===== src/rtl/mem_arbiter_if.sv =====
// rtl/mem_arbiter_if.sv - Instruction/data client and shared memory signals of mem_arbiter
// slave: the arbiter's view; master: the clients plus memory driving the arbiter.
interface mem_arbiter_if #(
    parameter int ADDR_WIDTH = 16,
    parameter int DATA_WIDTH = 128
);
    logic                  i_read;
    logic [ADDR_WIDTH-1:0] i_address;
    logic [DATA_WIDTH-1:0] i_rdata;
    logic                  i_resp;

    logic                  d_read;
    logic                  d_write;
    logic [ADDR_WIDTH-1:0] d_address;
    logic [DATA_WIDTH-1:0] d_wdata;
    logic [DATA_WIDTH-1:0] d_rdata;
    logic                  d_resp;

    logic                  mem_read;
    logic                  mem_write;
    logic [ADDR_WIDTH-1:0] mem_address;
    logic [DATA_WIDTH-1:0] mem_wdata;
    logic [DATA_WIDTH-1:0] mem_rdata;
    logic                  mem_resp;

    modport slave (
        input  i_read, i_address, d_read, d_write, d_address, d_wdata, mem_rdata, mem_resp,
        output i_rdata, i_resp, d_rdata, d_resp, mem_read, mem_write, mem_address, mem_wdata
    );

    modport master (
        output i_read, i_address, d_read, d_write, d_address, d_wdata, mem_rdata, mem_resp,
        input  i_rdata, i_resp, d_rdata, d_resp, mem_read, mem_write, mem_address, mem_wdata
    );
endinterface


===== src/rtl/mem_arbiter.sv =====
// rtl/mem_arbiter.sv - Two-client (instruction/data) arbiter onto one shared memory port
// Define MEM_ARB_RR_EN for round-robin on simultaneous requests; default is data-side priority.
module mem_arbiter #(
    parameter int ADDR_WIDTH = 16,
    parameter int DATA_WIDTH = 128
) (
    input  logic          clk,
    input  logic          rst_n,
    mem_arbiter_if.slave  bus
);
    typedef enum logic [1:0] {IDLE, SERVE_I, SERVE_D, DONE} state_t;

    state_t                state;
    state_t                state_next;
    logic [ADDR_WIDTH-1:0] addr_q;
    logic [DATA_WIDTH-1:0] wdata_q;
    logic                  write_q;
    logic                  i_req;
    logic                  d_req;
    logic                  grant_i;
    logic                  grant_d;

    assign i_req = bus.i_read;
    assign d_req = bus.d_read | bus.d_write;

`ifdef MEM_ARB_RR_EN
    logic last_d;

    always_ff @(posedge clk or negedge rst_n) begin
        if (!rst_n) begin
            last_d <= 1'b0;
        end else if (state == IDLE && (grant_i || grant_d)) begin
            last_d <= grant_d;
        end
    end

    // On a tie the side that did not win last time gets the memory.
    assign grant_d = d_req && (!i_req || !last_d);
`else
    assign grant_d = d_req;
`endif
    assign grant_i = i_req && !grant_d;

    always_ff @(posedge clk or negedge rst_n) begin
        if (!rst_n) begin
            state <= IDLE;
        end else begin
            state <= state_next;
        end
    end

    // Memory outputs come only from these registers, so client changes mid-service are invisible.
    always_ff @(posedge clk or negedge rst_n) begin
        if (!rst_n) begin
            addr_q  <= '0;
            wdata_q <= '0;
            write_q <= 1'b0;
        end else if (state == IDLE) begin
            if (grant_d) begin
                addr_q  <= bus.d_address;
                wdata_q <= bus.d_wdata;
                write_q <= bus.d_write;
            end else if (grant_i) begin
                addr_q  <= bus.i_address;
                wdata_q <= '0;
                write_q <= 1'b0;
            end
        end
    end

    always_comb begin
        state_next = state;
        case (state)
            IDLE: begin
                if (grant_d) begin
                    state_next = SERVE_D;
                end else if (grant_i) begin
                    state_next = SERVE_I;
                end
            end
            SERVE_I, SERVE_D: begin
                if (bus.mem_resp == 1'b1) begin
                    state_next = DONE;
                end
            end
            DONE:    state_next = IDLE;
            default: state_next = IDLE;
        endcase
    end

    always_comb begin
        bus.mem_read    = 1'b0;
        bus.mem_write   = 1'b0;
        bus.mem_address = addr_q;
        bus.mem_wdata   = wdata_q;
        bus.i_resp      = 1'b0;
        bus.d_resp      = 1'b0;
        bus.i_rdata     = bus.mem_rdata;
        bus.d_rdata     = bus.mem_rdata;
        if (state == SERVE_I || state == SERVE_D) begin
            bus.mem_read  = !write_q;
            bus.mem_write = write_q;
        end
        if (state == SERVE_I) begin
            bus.i_resp = (bus.mem_resp == 1'b1);
        end
        if (state == SERVE_D) begin
            bus.d_resp = (bus.mem_resp == 1'b1);
        end
    end
endmodule


===== src/flat_wrapper.sv =====
// flat-port wrapper written by rule: the top's interface ports become plain ports
module mem_arbiter_flat 
#(
    parameter int ADDR_WIDTH = 16,
    parameter int DATA_WIDTH = 128
)
  (clk, rst_n, bus_i_read, bus_i_address, bus_d_read, bus_d_write, bus_d_address, bus_d_wdata, bus_mem_rdata, bus_mem_resp, bus_i_rdata, bus_i_resp, bus_d_rdata, bus_d_resp, bus_mem_read, bus_mem_write, bus_mem_address, bus_mem_wdata);
  mem_arbiter_if #(.ADDR_WIDTH(ADDR_WIDTH), .DATA_WIDTH(DATA_WIDTH)) bus_i ();
  input  logic clk;
  input  logic rst_n;
  input wire logic [$bits(bus_i.i_read)-1:0] bus_i_read;
  input wire logic [$bits(bus_i.i_address)-1:0] bus_i_address;
  input wire logic [$bits(bus_i.d_read)-1:0] bus_d_read;
  input wire logic [$bits(bus_i.d_write)-1:0] bus_d_write;
  input wire logic [$bits(bus_i.d_address)-1:0] bus_d_address;
  input wire logic [$bits(bus_i.d_wdata)-1:0] bus_d_wdata;
  input wire logic [$bits(bus_i.mem_rdata)-1:0] bus_mem_rdata;
  input wire logic [$bits(bus_i.mem_resp)-1:0] bus_mem_resp;
  output wire logic [$bits(bus_i.i_rdata)-1:0] bus_i_rdata;
  output wire logic [$bits(bus_i.i_resp)-1:0] bus_i_resp;
  output wire logic [$bits(bus_i.d_rdata)-1:0] bus_d_rdata;
  output wire logic [$bits(bus_i.d_resp)-1:0] bus_d_resp;
  output wire logic [$bits(bus_i.mem_read)-1:0] bus_mem_read;
  output wire logic [$bits(bus_i.mem_write)-1:0] bus_mem_write;
  output wire logic [$bits(bus_i.mem_address)-1:0] bus_mem_address;
  output wire logic [$bits(bus_i.mem_wdata)-1:0] bus_mem_wdata;
  assign bus_i.i_read = bus_i_read;
  assign bus_i.i_address = bus_i_address;
  assign bus_i.d_read = bus_d_read;
  assign bus_i.d_write = bus_d_write;
  assign bus_i.d_address = bus_d_address;
  assign bus_i.d_wdata = bus_d_wdata;
  assign bus_i.mem_rdata = bus_mem_rdata;
  assign bus_i.mem_resp = bus_mem_resp;
  assign bus_i_rdata = bus_i.i_rdata;
  assign bus_i_resp = bus_i.i_resp;
  assign bus_d_rdata = bus_i.d_rdata;
  assign bus_d_resp = bus_i.d_resp;
  assign bus_mem_read = bus_i.mem_read;
  assign bus_mem_write = bus_i.mem_write;
  assign bus_mem_address = bus_i.mem_address;
  assign bus_mem_wdata = bus_i.mem_wdata;
  mem_arbiter #(.ADDR_WIDTH(ADDR_WIDTH), .DATA_WIDTH(DATA_WIDTH)) u_core (.clk(clk), .rst_n(rst_n), .bus(bus_i));
endmodule

===== config.mk =====
export PLATFORM = sky130hd
export DESIGN_NAME = mem_arbiter_flat
export DESIGN_NICKNAME = d
export VERILOG_FILES = /design/src/rtl/mem_arbiter_if.sv /design/src/rtl/mem_arbiter.sv /design/src/flat_wrapper.sv
export SDC_FILE = /design/constraint.sdc
export NUM_CORES = 1
export LEC_CHECK = 0
export ABC_AREA = 1
export ABC_CLOCK_PERIOD_IN_PS = 1800
export CORE_AREA = 2 2 272 274
export DETAILED_ROUTE_END_ITERATION = 6
export DIE_AREA = 0 0 274 276
export GPL_TIMING_DRIVEN = 0
export PLACE_DENSITY = 0.46
export SYNTH_ARGS = -nofsm -noshare
export SYNTH_HDL_FRONTEND = slang
export SYNTH_SLANG_ARGS = --single-unit

===== constraint.sdc =====
create_clock -name clk -period 1.8 [get_ports clk]
set_clock_uncertainty 0.1 [all_clocks]
set_input_delay 0.54 -clock clk [delete_from_list [all_inputs] [get_ports clk]]
set_output_delay 0.54 -clock clk [all_outputs]
set_load 0.01 [all_outputs]

[Yosys cells after proc, flatten, opt, wreduce, memory -nomap -nowiden]
Cells that the tools add are included.
Word-level totals
  register bits: 147
  bits of input ports: 294
  output and inout bits: 404
  word-level logic and storage cells: 33
Cells by class
  equal/unequal tests: 5
  mux-type cells: 14
  bitwise operators: 1
  reduce and logical (&&, ||, !) cells: 9
Operator list (number)
  $mux W128: 2
  $mux W16: 2
  $mux W1: 6
  $mux W2: 3
  $pmux W2 S3: 1
  $eq A2 B2 Y1 const B: 2
  $reduce_and A2 Y1: 2
  $ne A3 B1 Y1 const B: 1
  $eq A2 B1 Y1 const B: 1
  $logic_not A1 Y1: 2
  $logic_not A2 Y1: 1
  $ne A2 B2 Y1 const B: 1
  $reduce_bool A2 Y1: 1
  $reduce_or A2 Y1: 1
  $logic_and A1 B1 Y1: 1
  $logic_or A1 B1 Y1: 1
  $or A1 B1 Y1: 1

[Logic depth before layout (Yosys ltp)]
Gate-level depths: netlist of the first run.
  depth after elaboration: 6
  depth in mapped cells: 8

[Worst setup path before layout of the first run]
Ideal clock, no wire load.
  path type: register -> register
  from: register u_core.state[0]
  to: register u_core.wdata_q[110], in the netlist u_core.bus.mem_wdata[110]
  data arrival time: 1437 ps
  data required time: 1634 ps
  path slack: 196 ps
  cell stages (with the launch flop): 8
  path buffers: 3
  clock period less this slack: 1604 ps
  cells stage by stage: dfrtp_1 > inv_1 > ha_1 > clkbuf_1 > buf_2 > clkbuf_1 > nand3_1 > nand2_1
On the way
  word-level cells in the longest chain between the ends: 2
Ends and longest elaborated chain
  from (decl): line mem_arbiter.sv:13  | state_t state;
  from (signal assigned): line mem_arbiter.sv:48  | state <= state_next;
  $logic_not A2 Y1: line mem_arbiter.sv:58  | end else if (state == IDLE) begin
  $reduce_and A2 Y1 (no source line)
  to (signal assigned): line mem_arbiter.sv:61  | wdata_q <= bus.d_wdata;
  to (decl): line mem_arbiter.sv:16  | logic [DATA_WIDTH-1:0] wdata_q;
No other way between the ends.
A chain may end at the register's enable or synchronous reset.

[Worst setup path after layout of the first run]
  from: input bus_mem_resp
  to: output bus_i_resp
On the way
  word-level cells in the longest chain between the ends: 1
Ends and longest elaborated chain
  from (decl): line flat_wrapper.sv:18  | input wire logic [$bits(bus_i.mem_resp)-1:0] bus_mem_resp;
  $mux W1: line mem_arbiter.sv:104  | if (state == SERVE_I) begin
  to (decl): line flat_wrapper.sv:20  | output wire logic [$bits(bus_i.i_resp)-1:0] bus_i_resp;
No other way between the ends.

==> Flow_metrics.wiki, run 1 <==
{| class="wikitable"
! Metric !! Value
|-
| Async set-reset flop share out of synthesis || between 90% and 100%
|-
| Most area-hungry cell type in the Yosys netlist || sky130_fd_sc_hd__dfrtp_1
|-
| Number of global-route vias before repair || 8481
|-
| Routed wirelength normalized by instance count || between 10 and 15 um
|-
| Total standard cell area after synthesis || 7971 sq um
|-
| Synth-to-Final Area Change || 97.55%
|-
| Worst min-delay path class || reg -> reg
|-
| Initial Util || 10.98%
|-
| Combinational fraction of design power || just over 50%
|-
| Primary FF master, synth || sky130_fd_sc_hd__dfrtp_1
|-
| Arrival time reported for the critical path endpoint || roughly 1.5 ns
|-
| Cell chain of the critical path || clkdlybuf4s50_1 > nand2_4 > inv_2 > buf_6
|-
| Critical Path Start Type || input port
|-
| Max incr delay on CP || 0.61 ns
|-
| Worst-Margin Slew || approximately 0.6 ns
|-
| Net switching power || 0.007433 W
|-
| # setup viols final || 4
|-
| Standard cell with the maximum stage delay on the critical path || sky130_fd_sc_hd__clkdlybuf4s50_1
|-
| Critical path peak fanout || 3
|-
| Post-synth EDFFs || 0
|-
| GRT overflow || 0
|-
| Flop and latch count out of synthesis || 147
|-
| Estimated wirelength of the detail-placed design || 29910 um
|-
| Overall global routing resource usage || approximately a tenth
|-
| Height of the chip || between 200 and 300 um
|-
| Remaining design rule violation count || 0
|-
| DP Worst Slack || -1.349 ns
|-
| Leakage || 7.723 nW
|-
| Count leader, synth || sky130_fd_sc_hd__nand2_1
|-
| Kind of cell with the highest combined delay on the critical path || buffers and inverters
|-
| Multi-input gate area || 2227 sq um
|-
| Top cell type's share of synthesized area || 46.15%
|-
| Detailed-route via count || approximately 8100
|-
| Highest Clock Rate || between 400 and 500 MHz
|-
| Die ar. || 75620 sq um
|-
| Total of warnings raised by yosys || 0
|-
| Final net count || approximately 1900
|-
| Drt pass-1 iters || 4
|-
| Worst endpoint required time || approximately 1.2 ns
|-
| Synth Net Count || 1267
|-
| Start point of the critical path || bus_mem_resp
|-
| Max Cap Viol || 0
|-
| Clock tree root buffer cell || sky130_fd_sc_hd__clkbuf_16
|-
| Portion of the post-synthesis area used by sequential elements || 46.15%
|-
| CTS H-Tree Depth || 4
|-
| Startpoint of the worst hold path || u_core.bus.mem_wdata[3]
|-
| Critical Path End Type || primary output
|-
| Worst-case clock buffer depth || 2
|-
| Minimum period implied by the final worst setup slack || about 2.1 ns
|-
| Area of all placed cells without fillers || between 15000 and 20000 sq um
|-
| Total clock buffers created by CTS || 17
|-
| Global-route wire length before repair || 53010 um
|-
| Number of diodes added for antenna fixing || 0
|-
| Core ar. || 72590 sq um
|-
| Ports placed on the boundary || roughly 700
|-
| Unrepaired setup endpoints after global routing || yes
|-
| Overall die width || 274 um
|-
| Result of the run || finished with violations
|-
| Leading cell types by count after synthesis || sky130_fd_sc_hd__nand2_1, sky130_fd_sc_hd__buf_4, sky130_fd_sc_hd__dfrtp_1, sky130_fd_sc_hd__nand3_1, sky130_fd_sc_hd__clkbuf_1
|-
| Gp weighted congestion || 0.7700
|-
| Fin worst setup slack || -0.3071 ns
|-
| Count of cell instances traversed by the critical path || 4
|-
| Critical Path End || bus_i_resp
|-
| Main area contributors after synthesis || sky130_fd_sc_hd__dfrtp_1, sky130_fd_sc_hd__buf_4, sky130_fd_sc_hd__nand2_1, sky130_fd_sc_hd__nand3_1, sky130_fd_sc_hd__clkbuf_1
|-
| Number of placement rows || 99
|-
| Initial antenna violation count || 4
|-
| Category of the critical setup timing path || in -> out
|-
| Portion of total power attributed to the clock network || between 10% and 20%
|-
| Final count of hold timing violations || 0
|-
| Max IR drop VDD || between 0.5 and 0.6 mV
|-
| Violations in the final reports || setup timing
|-
| Vias per Instance || 3.191
|-
| Max Transition Viols Final || 0
|-
| Number of antenna-violating nets in the routed design || 0
|-
| Share of layout cells above drive strength 1 || 29.85%
|-
| Register-to-register setup slack || 0.11 ns
|-
| Later-pin clock latency in the skew report || 0.46 ns
|-
| Sequential standard cell area || 3679 sq um
|-
| Max transition margin || 59.87%
|-
| Post-Synthesis Cells || a little under 1000
|-
| Clock transition at the registers of the reported paths || roughly 0.060 ns
|-
| Mean cell area of the mapped netlist || 8.226 sq um
|-
| Hold slack final || 0.3672 ns
|-
| Number of unique standard cell types used by synthesis || 17
|-
| Number of buffers and inverters on the critical path || 3
|-
| Maximum number of pins on one net before global-route repair || 80
|-
| FF-to-FF Start || u_core.state[0]
|-
| Number of inserted filler cells in the final layout || 8032
|-
| Switching fraction of total power || 38.76%
|-
| Power per cell area || 1218 nW/um^2
|-
| Sequential cell fraction of total power || 29.7%
|-
| CTS Sinks || approximately 150
|-
| TritonCTS clock tree || yes
|-
| Total internal power || 0.01174 W
|-
| Total wirelength of the detailed-routed design || 36410 um
|-
| Post-detailed-placement cell area || between 10000 and 15000 sq um
|-
| Crit share post-route || 117.1%
|-
| Endpoint of the worst-slack reg-to-reg timing path || u_core.bus.mem_wdata[46]
|-
| Depth of the worst register-to-register path || 6
|-
| Number of buffers inserted by port buffering || about 570
|-
| Number of DRC markers in iteration 0 || 208
|}
[cell usage in the layout, fill, tap and decap left out, types with 4 or more instances in the layout]
cell and count:
sky130_fd_sc_hd__buf_12 4, sky130_fd_sc_hd__buf_2 42, sky130_fd_sc_hd__buf_4 270, sky130_fd_sc_hd__buf_6 11
sky130_fd_sc_hd__clkbuf_1 7, sky130_fd_sc_hd__clkbuf_16 17, sky130_fd_sc_hd__clkbuf_2 27, sky130_fd_sc_hd__clkbuf_4 5
sky130_fd_sc_hd__clkdlybuf4s15_1 35, sky130_fd_sc_hd__clkdlybuf4s15_2 63, sky130_fd_sc_hd__clkdlybuf4s50_1 387, sky130_fd_sc_hd__dfrtp_1 147
sky130_fd_sc_hd__dlygate4sd2_1 8, sky130_fd_sc_hd__dlymetal6s2s_1 25, sky130_fd_sc_hd__inv_2 7, sky130_fd_sc_hd__nand2_1 364
sky130_fd_sc_hd__nand3_1 131
[cell families (layout without fill, tap and decap cells)]
group,count (synthesis),count (layout),synth area share [%]
flops,147,147,46.15
compound gates,3,3,0.3139
buf+inv,313,925,27.06
simple gates,502,502,25.85
fa+ha+maj,4,4,0.6279
[per-stage QoR]
step	std cells	utilization, %	total power (W)	TNS (ns)
after floorplan	969	-	0.009885	0
after global placement	2497	20.48	0.01574	-1141.09
after detailed placement	2498	20.53	0.01585	-177.50
after CTS	2540	21.69	0.01983	-1.409
after global routing	2540	21.69	0.02079	-1.460
final	2540	21.69	0.01918	-1.151
[worst reg2reg max path, cell delays in order, from the launching register on]
cell                      delay, ns
sky130_fd_sc_hd__dfrtp_1       0.38
sky130_fd_sc_hd__inv_2         0.12
sky130_fd_sc_hd__ha_4          0.22
sky130_fd_sc_hd__buf_6         0.24
sky130_fd_sc_hd__buf_4         0.23
sky130_fd_sc_hd__nand3_1       0.21
sky130_fd_sc_hd__nand2_1       0.12
[power groups by stage]
stage | registers, W | clock network (W) | logic, W
2_1_floorplan | 0.00638 | 0 | 0.00350
3_3_place_gp | 0.00570 | 0 | 0.0100
3_5_place_dp | 0.00575 | 0 | 0.0101
4_1_cts | 0.00572 | 0.00403 | 0.0101
5_1_grt | 0.00591 | 0.00413 | 0.0108
6_report | 0.00570 | 0.00380 | 0.00968
[per-layer routing]
layer  part of all wire (%)  wire, um  global-route usage, %  vias up
met5                   0.11        40                      0        -
met4                    2.1       767                  3.358        6
met3                    8.1      2932                  3.431       40
met2                     53     19220                  17.45      362
met1                     37     13440                  9.700     3732
li1                       -         -                      -     3964
[final cells by class]
class,instances,area share [%]
tap,959,7.620
clock inverter,8,0.8025
clock buffer,23,3.035
inverter,10,0.2543
buffer,301,14.13
sequential,147,23.36
timing repair buffer,583,36.65
multi-input combinational,509,14.14
[state kept, by name, summed over array words and instances (netlist names)]
| name | count |
|---|---|
| u_core.bus.mem_address | 16 |
| u_core.bus.mem_wdata | 128 |
| u_core.state | 2 |
| u_core.write_q | 1 |
[timing repair]
item                                   4_1_cts  5_1_grt
setup endpoints to repair                  300      166
endpoints found under the hold margin       68        0
setup buffers                               11        1
pin swaps                                    3        3
gates resized for setup                    520       51
hold buffers                                 1        0
[worst min path at each step]
stage,endpoint,depth (start not counted)
after global placement,u_core.bus.mem_wdata[126],2
final,u_core.bus.mem_wdata[3],2
after floorplan,u_core.bus.mem_address[0],0
after CTS,u_core.bus.mem_wdata[10],2
after global routing,u_core.bus.mem_wdata[8],2
after detailed placement,u_core.bus.mem_wdata[94],2
No activity file was read; power rests on OpenSTA's default activity.
==> run 2: changes to the inputs <==
--- a/config.mk
+++ b/config.mk
@@ -11,7 +11,8 @@
 export DETAILED_ROUTE_END_ITERATION = 6
 export DIE_AREA = 0 0 274 276
 export GPL_TIMING_DRIVEN = 0
-export PLACE_DENSITY = 0.46
+export PLACE_DENSITY = 0.4
+export SKIP_CTS_REPAIR_TIMING = 1
 export SYNTH_ARGS = -nofsm -noshare
 export SYNTH_HDL_FRONTEND = slang
 export SYNTH_SLANG_ARGS = --single-unit
==> Flow_metrics.wiki, run 2 (synthesis results as in run 1) <==
{| class="wikitable"
! Metric !! Value
|-
| Result of the run || finished with violations
|-
| Violations in the final reports || setup timing
|-
| DP Worst Slack || -1.439 ns (-0.08989 ns)
|-
| Estimated wirelength of the detail-placed design || 29780 um (-0.45%)
|-
| Highest Clock Rate || 476.1 MHz (+0.32%)
|-
| Max Cap Viol || 0 (unchanged)
|-
| Remaining design rule violation count || 0 (unchanged)
|-
| Core ar. || 72590 sq um (unchanged)
|-
| Overall global routing resource usage || 9.675% (+0.22 points)
|-
| Number of buffers inserted by port buffering || 569 (unchanged)
|-
| Synth-to-Final Area Change || 102.6%
|-
| Hold slack final || 0.3211 ns (-0.04607 ns)
|-
| Commonest non-fill, non-tap cell in the layout || sky130_fd_sc_hd__clkdlybuf4s50_1
|-
| Worst min-delay path class || in -> reg
|-
| Switching fraction of total power || 38.05% (-0.71 points)
|-
| Maximum number of pins on one net before global-route repair || 76 (-5.0%)
|-
| Total internal power || 0.01217 W (+3.6%)
|-
| CTS Sinks || 147 (unchanged)
|-
| Standard cell with the maximum stage delay on the critical path || sky130_fd_sc_hd__dfrtp_1
|-
| Net switching power || 0.007474 W (+0.54%)
|-
| Leakage || 9.383 nW (+21%)
|-
| Combinational fraction of design power || 50.2% (-0.3 points)
|-
| Critical Path Start Type || flop
|-
| Cell chain of the critical path || inv_2 > ha_4 > inv_4 > nor2_4 > buf_6
|-
| Number of DRC markers in iteration 0 || 318 (+53%)
|-
| Drt pass-1 iters || 4 (unchanged)
|-
| Initial antenna violation count || 2 (-2)
|-
| Height of the chip || 276 um (unchanged)
|-
| Crit share post-route || 116.7% (-0.37 points)
|-
| Total clock buffers created by CTS || 17 (unchanged)
|-
| # setup viols final || 4 (unchanged)
|-
| Later-pin clock latency in the skew report || 0.46 ns (about the same)
|-
| Max IR drop VDD || 0.4960 mV (-3.0%)
|-
| Final count of hold timing violations || 0 (unchanged)
|-
| Sequential cell fraction of total power || 28.8% (-0.9 points)
|-
| Number of flip-flops in the largest register || 128 (unchanged)
|-
| GRT overflow || 0 (unchanged)
|-
| Minimum period implied by the final worst setup slack || 2.100 ns (-0.006656 ns)
|-
| Global-route track usage on met2 || 17.87% (+0.42 points)
|-
| CTS H-Tree Depth || 4 (unchanged)
|-
| Number of antenna-violating nets in the routed design || 0 (unchanged)
|-
| Worst-case clock buffer depth || 2 (unchanged)
|-
| Ports placed on the boundary || 698 (unchanged)
|-
| Number of inserted filler cells in the final layout || 7993 (-0.49%)
|-
| Max incr delay on CP || 0.38 ns (-0.23 ns)
|-
| Clock transition at the registers of the reported paths || 0.06 ns (about the same)
|-
| TritonCTS clock tree || yes
|-
| Power per cell area || 1216 nW/um^2 (-0.13%)
|-
| Arrival time reported for the critical path endpoint || 1.46 ns (about the same)
|-
| Total negative setup slack || -1.031 ns (+0.1203 ns)
|-
| Met3 track utilization from global routing || 3.378% (-0.052 points)
|-
| Clock tree root buffer cell || sky130_fd_sc_hd__clkbuf_16
|-
| Worst-Margin Slew || 0.6806 ns (+0.07869 ns)
|-
| Fin worst setup slack || -0.3004 ns (+0.006656 ns)
|-
| Top library cells by usage in the layout, fill and taps aside || sky130_fd_sc_hd__clkdlybuf4s50_1, sky130_fd_sc_hd__nand2_1, sky130_fd_sc_hd__buf_4
|-
| Number of global-route vias before repair || 8479 (-0.024%)
|-
| Gp weighted congestion || 0.7671 (-0.38%)
|-
| Vias per Instance || 3.201 (+0.32%)
|-
| Critical Path End Type || primary output
|-
| Sequential standard cell area || 3679 sq um (unchanged)
|-
| Routed wirelength normalized by instance count || 14.65 um (+2.2%)
|-
| Multi-input gate area || 2185 sq um (-1.9%)
|-
| Total wirelength of the detailed-routed design || 37130 um (+2.0%)
|-
| Portion of total power attributed to the clock network || 21.0% (+1.2 points)
|-
| Number of placement rows || 99 (unchanged)
|-
| Met1 usage in global routing || 10.19% (+0.49 points)
|-
| Share of layout cells above drive strength 1 || 22.11% (-7.7 points)
|-
| Category of the critical setup timing path || reg -> out
|-
| Final net count || 1860 (-0.37%)
|-
| Global-route wire length before repair || 54450 um (+2.7%)
|-
| Max transition margin || 54.62% (-5.2 points)
|-
| Unrepaired setup endpoints after global routing || yes
|-
| Overall die width || 274 um (unchanged)
|-
| Detailed-route via count || 8114 (+0.12%)
|-
| Initial Util || 10.98% (unchanged)
|-
| Critical path peak fanout || 3 (unchanged)
|-
| Most used routing layer || met2
|-
| Die ar. || 75620 sq um (unchanged)
|-
| Max Transition Viols Final || 0 (unchanged)
|-
| Worst endpoint required time || 1.16 ns (about the same)
|}
==> run 2: cell count changes in the layout (fill, tap and decap cells not counted), sizes merged, moves of 3 or more <==
cell,delta
dlymetal6s2s,+149
clkdlybuf4s15,-98
buf,-47
clkbuf,-8
dlygate4sd2,-8
inv,+3
==> run 2: through the flow <==
stage | cell area, sq um | utilization, % | cells | total power [W]
final | 16150 | 22.25 | 2535 | 0.01964
after global routing | 16150 | 22.25 | 2534 | 0.02124
after CTS | 15540 | 21.42 | 2529 | 0.02020
after detailed placement | 14900 | 20.53 | 2498 | 0.01585
after global placement | 14870 | 20.48 | 2497 | 0.01580
after floorplan | 7971 | - | 969 | 0.009885
==> run 2: path summary, 6_finish.rpt <==
path	endpoint	startpoint	slack, ns	cells after the start
min in group asynchronous	u_core.bus.mem_wdata[15]	rst_n	0.51	2
max in group asynchronous	u_core.bus.mem_wdata[95]	rst_n	0.20	3
setup / recovery	bus_mem_read	u_core.state[1]	-0.30	5
hold reg to reg	u_core.bus.mem_wdata[0]	u_core.bus.mem_wdata[0]	0.36	2
hold / removal	u_core.write_q	bus_d_write	0.32	3
setup reg to reg	u_core.bus.mem_wdata[116]	u_core.state[1]	0.10	6
==> run 2: critical path, delay by kind of cell, from the launching register on <==
kind	cells	cell delay (ns)
fa+ha+maj	1	0.29
buf+inv	3	0.23
simple gates	1	0.10
flops	1	0.38
==> run 2: per-layer routing <==
metal  part of all wire (%)  vias to the layer above  routed length [um]
met5                  0.035                        -                  13
met3                    7.8                       31                2914
li1                       -                     3964                   -
met4                    1.6                        2                 577
met1                     37                     3771               13910
met2                     53                      346               19710
==> run 2: final cells by class <==
type	count	share of cell area, %
clock buffer	19	2.742
clock inverter	12	1.255
inverter	10	0.2479
buffer	302	13.54
multi-input combinational	509	13.53
antenna	2	0.03099
timing repair buffer	575	38.45
sequential	147	22.77
tap	959	7.429
==> run 2: power by group through the flow <==
stage	registers (W)	logic [W]	clock network, W
after global placement	0.00571	0.0101	0
after floorplan	0.00638	0.00350	0
after global routing	0.00587	0.0109	0.00445
after CTS	0.00573	0.0101	0.00434
final	0.00566	0.00986	0.00412
after detailed placement	0.00575	0.0101	0
==> patch 1, RTL diff (config.mk and constraints of run 1) <==
The option `MEM_ARB_RR_EN` is turned on by a define.
--- a/src/rtl/mem_arbiter.sv
+++ b/src/rtl/mem_arbiter.sv
@@ -2,2 +2,4 @@
 // Define MEM_ARB_RR_EN for round-robin on simultaneous requests; default is data-side priority.
+`define MEM_ARB_RR_EN
+
 module mem_arbiter #(
Function: no difference found for any inputs over 4 cycles, from zero or initial values and one cycle with rst_n low; that may be too few to reach the edited logic, so the function may still have changed.
==> patch 1 against run 1 <==
  * The flow still finishes with violations (negative setup slack)
  * Register-to-register slack lost 20 ps
  * Worst setup slack better by 24 ps
  * Area after synthesis decreased by 0.96%
  * Sequential power fell by 2%
  * Non-clock buffer count stayed put
  * Power is 2.9% lower
  * Combinational power fell by 5.1%
  * Sequential cell count increased by 1
  * Final area decreased by 1.9%
  * Worst hold slack lost 37 ps
  * Critical path depth is 1 higher
  * Wire length decreased by 7.2%
  * Critical path type is now reg2out
==> patch 1: results (changes against run 1) <==
STA
  – TNS Setup: -1001 ps (+150.2 ps)
  – Final Setup Violations: 4 (unchanged)
  – Worst Max-Slew Pin Slew: 617.4 ps (+15.45 ps)
  – Final WS setup: -282.6 ps (+24.43 ps)

Worst setup path
  – Top cell family by delay on the critical path: flip-flops
  – CP arrival: 1440 ps (-30 ps)
  – Crit-path max cell delay: 380 ps (-230 ps)
  – Worst-path cell with the longest stage delay: dfrtp_1

Synth
  – Top cells by count, synth: nand2_1, buf_4, dfrtp_1
  – Post-synthesis async set-or-reset flop share: 100.0% (unchanged)
  – Avg Cell Area, Syn: 8.198 um2 (-0.34%)
  – Seq/Total Area, Yosys: 46.91% (+0.76 points)
  – Syn Nets: 1,261 (-0.47%)
  – Ys flop type: dfrtp_1
  – Ys Warns: 0 (unchanged)
  – Yosys cell types: 19 (+2)
  – Synth top area cells: dfrtp_1, buf_4, nand2_1

Placed design
  – Routability Congestion: 0.7614 (-1.1%)
  – Post-DP HPWL: 26.56 mm (-11%)
  – Area after DPL: 14,820 um2 (-0.51%)
  – Placed instance count: 2,492 (-0.24%)

Drt
  – DRT Pass-1 Iters: 4 (unchanged)
  – Initial DRC count: 247 (+19%)
  – Post-DR wirelength/cell: 13.26 um (-7.5%)
  – Via count: 7,883 (-2.7%)
  – Via/cell ratio: 3.094 (-3.0%)

Global route
  – Met2 Resource Use GR: 15.55% (-1.9 points)
  – Global Route Usage Sum: 8.537% (-0.92 points)
  – Met3 Use GR: 3.465% (+0.035 points)
  – First-pass GRT wire length: 48.73 mm (-8.1%)
  – Vias in the first global route: 8,155 (-3.8%)
  – Routing usage on met1: 8.781% (-0.92 points)
  – Initial antenna violation count: 2 (-2)
  – Largest net degree at the start of global routing: 80 (unchanged)

Final layout
  – Number of diodes: 0 (unchanged)
  – Fraction of layout cells with a size suffix above 1: 31.59% (+1.7 points)
  – Sequential Area: 3704 um2 (+0.68%)
  – Fillcell total: 8,056 (+0.30%)
  – Nets: 1,874 (+0.37%)

Run status
  – Failing checks: negative setup slack
  – Status: finished, violations left

Pwr
  – VDD IR max: 437.3 uV (-15%)
  – Leak pwr: 7.907 nW (+2.4%)

CTS
  – Max Root-Sink Buffers: 2 (unchanged)
  – CTS root buf: clkbuf_16
  – Worst skew pair latency: 470 ps
  – CTS H-tree lvls: 4 (unchanged)

Hold path
  – HP Class: in2reg
## patch 1: changes by cell type after synthesis, sizes merged
cell,before,now
dfrtp,147,148
buf,275,289
inv,10,11
nand2,368,483
nor2,2,3
a21oi,0,1
o21ai,2,3
or2,1,2
clkbuf,28,1
a21boi,1,0
nand3,131,18
## patch 1: through the flow
step / setup slack, ps / hold slack, ps
2_1_floorplan: 256.6 / 144.4
3_3_place_gp: -6597 / 353.5
3_5_place_dp: -957.5 / 357.5
4_1_cts: -352.5 / 374.3
5_1_grt: -383.7 / 302.0
6_report: -282.6 / 330.3
## patch 1: final cells by class
class                      count  share of cell area [%]
timing repair buffer         596                   36.19
clock buffer                  21                   2.981
buffer                       288                   14.34
tap                          959                   7.768
multi-input combinational    514                   13.50
clock inverter                11                  0.9801
inverter                      11                  0.2673
sequential                   148                   23.98
## patch 1: report_power, final
| group | internal [mW] | total [mW] | switching, mW |
|---|---|---|---|
| registers | 4.80 | 5.58 | 0.780 |
| logic | 4.35 | 9.19 | 4.84 |
| clock network | 2.26 | 3.85 | 1.59 |
## patch 1: path summary, 6_finish.rpt
kind                                          start                       end  slack [ps]  cells past startpoint
max                                 u_core.state[0]              bus_mem_read        -280                      5
min                                     bus_d_write            u_core.write_q         330                      3
max reg2reg                         u_core.state[0]           u_core.state[1]          90                     10
min reg2reg                u_core.bus.mem_wdata[17]  u_core.bus.mem_wdata[17]         370                      2
max in group asynchronous                     rst_n  u_core.bus.mem_wdata[26]         240                      3
min in group asynchronous                     rst_n  u_core.bus.mem_wdata[93]         490                      2
## patch 1: logic make-up after synthesis
group                      synth area share, %
adders and majority gates               0.6339
buffers and inverters                    27.40
DFF                                      46.91
AOI/OAI and AO/OA                       0.4913
and+or+nand+nor                          24.56
## patch 1: repair_timing
action                                  4_1_cts  5_1_grt
pin swaps                                     4        6
resized for setup                           487      123
endpoints found under the setup margin      297      245
hold buffers                                  1        0
gates cloned                                  0        2
endpoints found under the hold margin        69        0
setup buffers                                11       12
## patch 1: routing by layer
layer | vias up | wire length, um
met5 | - | 0
met4 | 0 | 456
met3 | 24 | 3183
met2 | 364 | 17800
met1 | 3622 | 12350
li1 | 3873 | -
## patch 1: worst register-to-register path, cell delays in order (launching register included)
cell and delay [ps]:
dfrtp_1 380, inv_2 70, ha_4 270, inv_2 30, buf_4 120, buf_4 120
or2_2 280, nand2_2 80, inv_1 60, nand2_1 60, nand2_1 50
==> patch 2, RTL diff (flow settings as in run 1) <==
Made on the original files. Encoding of `state_t`: now one-hot (4 bits for 4 states).
--- a/src/rtl/mem_arbiter.sv
+++ b/src/rtl/mem_arbiter.sv
@@ -10,3 +10,3 @@
 );
-    typedef enum logic [1:0] {IDLE, SERVE_I, SERVE_D, DONE} state_t;
+    typedef enum logic [3:0] {IDLE = 4'b0001, SERVE_I = 4'b0010, SERVE_D = 4'b0100, DONE = 4'b1000} state_t;
 
Check against the original RTL: no difference found for any inputs over 4 cycles, from zero or initial values and one cycle with rst_n low; so few cycles prove little.
==> patch 2 against run 1 <==
  * The run still ends with negative setup slack left
  * Register-to-register slack worse by 360 ps
  * Cell count is 3.0% higher
  * Wire length is 4.8% higher
  * Final area is 9.4% higher
  * Sequential cell count is 2 higher
  * Combinational power is 54% higher
  * Area after synthesis is 1.8% lower
  * Fmax is 2.1% higher
  * Worst hold slack better by 1.5 ps
  * Worst setup slack better by 43 ps
  * Sequential share of layout area is 1.7 points lower
  * Power is 30% higher
  * Via count is 2.2% higher
  * Highest routed layer unchanged
==> patch 2: results (changes against run 1) <==
STA
  – Hold Slack: 368.7 ps (+1.486 ps)
  – Final WS setup: -264.4 ps (+42.61 ps)
  – TNS Setup: -26,580 ps (-25,430 ps)
  – Final Setup Violations: 150 (+146)
  – Slew headroom: 55.10% (-4.8 points)

Pwr
  – Sw Ratio: 39.86% (+1.1 points)
  – Clock Power Share: 15.7% (-4.1 points)
  – Gate power share: 60.1% (+9.6 points)
  – Final Power: 24.89 mW (+30%)
  – Leak pwr: 8.651 nW (+12%)
  – VDD IR max: 743.8 uV (+45%)

Worst setup path
  – R2R cell count: 12 (+6)
  – Top fanout value on the critical path: 4 (+1)
  – Worst R2R Setup Slack: -250 ps (-360 ps)
  – Capture point of the worst path: bus_mem_write
  – CP startpoint: u_core.state[1]
  – R2r endpoint: u_core.bus.mem_wdata[49]
  – Reg2reg start: u_core.state[0]
  – CP arrival: 1420 ps (-50 ps)

Final layout
  – Fraction of layout cells with a size suffix above 1: 46.65% (+17 points)
  – Nets: 1,938 (+3.8%)
  – Layout Cells excl Fill: 2,616 (+3.0%)
  – Fillcell total: 7,990 (-0.52%)

Hold path
  – Hold EP: u_core.bus.mem_wdata[52]
  – Worst Hold Launch: u_core.bus.mem_wdata[52]

Synth
  – Seq/Total Area, Yosys: 47.65% (+1.5 points)
  – Top cells by count, synth: nand2_1, buf_4, dfrtp_1
  – Syn Nets: 1,251 (-1.3%)
  – Yosys cell types: 16 (-1)
  – Synth top area cells: dfrtp_1, buf_4, nand2_1
  – Mapped Cells: 957 (-1.2%)

Global route
  – Largest net degree at the start of global routing: 76 (-5.0%)
  – First-pass GRT wire length: 54.34 mm (+2.5%)
  – Initial antenna violation count: 1 (-3)
  – Global Route Usage Sum: 9.768% (+0.31 points)
  – Vias in the first global route: 8,696 (+2.5%)

Placed design
  – Placed instance count: 2,486 (-0.48%)
  – Routability Congestion: 0.7664 (-0.47%)
  – Setup WS pre-CTS: -1322 ps (+26.92 ps)
  – Post-DP HPWL: 27.69 mm (-7.4%)
  – Area after DPL: 14,760 um2 (-0.97%)

Drt
  – Initial DRC count: 272 (+31%)
  – WL met2: 19.74 mm (+2.7%)
  – Met3 wire length: 2.787 mm (-4.9%)
  – Post-Route WL: 38.15 mm (+4.8%)
  – Wl on met1: 14.80 mm (+10%)
  – Via count: 8,281 (+2.2%)

Run status
  – Status: finished, violations left
  – Failing checks: negative setup slack

CTS
  – Post CTS Setup Buffer Count: 51 (+40)
  – Post_cts resized: 705 (+36%)
  – Worst skew pair latency: 470 ps
-- patch 2: kinds of logic (layout without fill, tap and decap cells) --
logic type	count (synthesis)	count (layout)	synth area share, %
compound gates	5	5	0.4636
buf+inv	300	1000	27.65
flops	149	149	47.65
simple gates	503	503	24.23
-- patch 2: final cells by class --
cell class	instances	area, um2	area share, %
buffer	288	2429	14.10
clock buffer	19	452.9	2.629
clock inverter	13	171.4	0.9951
inverter	11	57.56	0.3341
multi-input combinational	508	2721	15.80
sequential	149	3730	21.65
tap	959	1200	6.965
timing repair buffer	668	6445	37.41
timing repair inverter	1	20.02	0.1162
-- patch 2: per-layer routing --
| layer | up-vias | track usage (%) |
|---|---|---|
| met4 | 2 | 3.972 |
| met2 | 367 | 17.39 |
| li1 | 3999 | - |
| met5 | - | 0 |
| met3 | 40 | 3.005 |
| met1 | 3873 | 10.68 |
-- patch 2: critical path, stage by stage (launching register included) --
cell     delay (ps)
dfrtp_1         390
inv_1            70
nor2_2          110
nand2_2         100
a21oi_2         150
buf_2           140
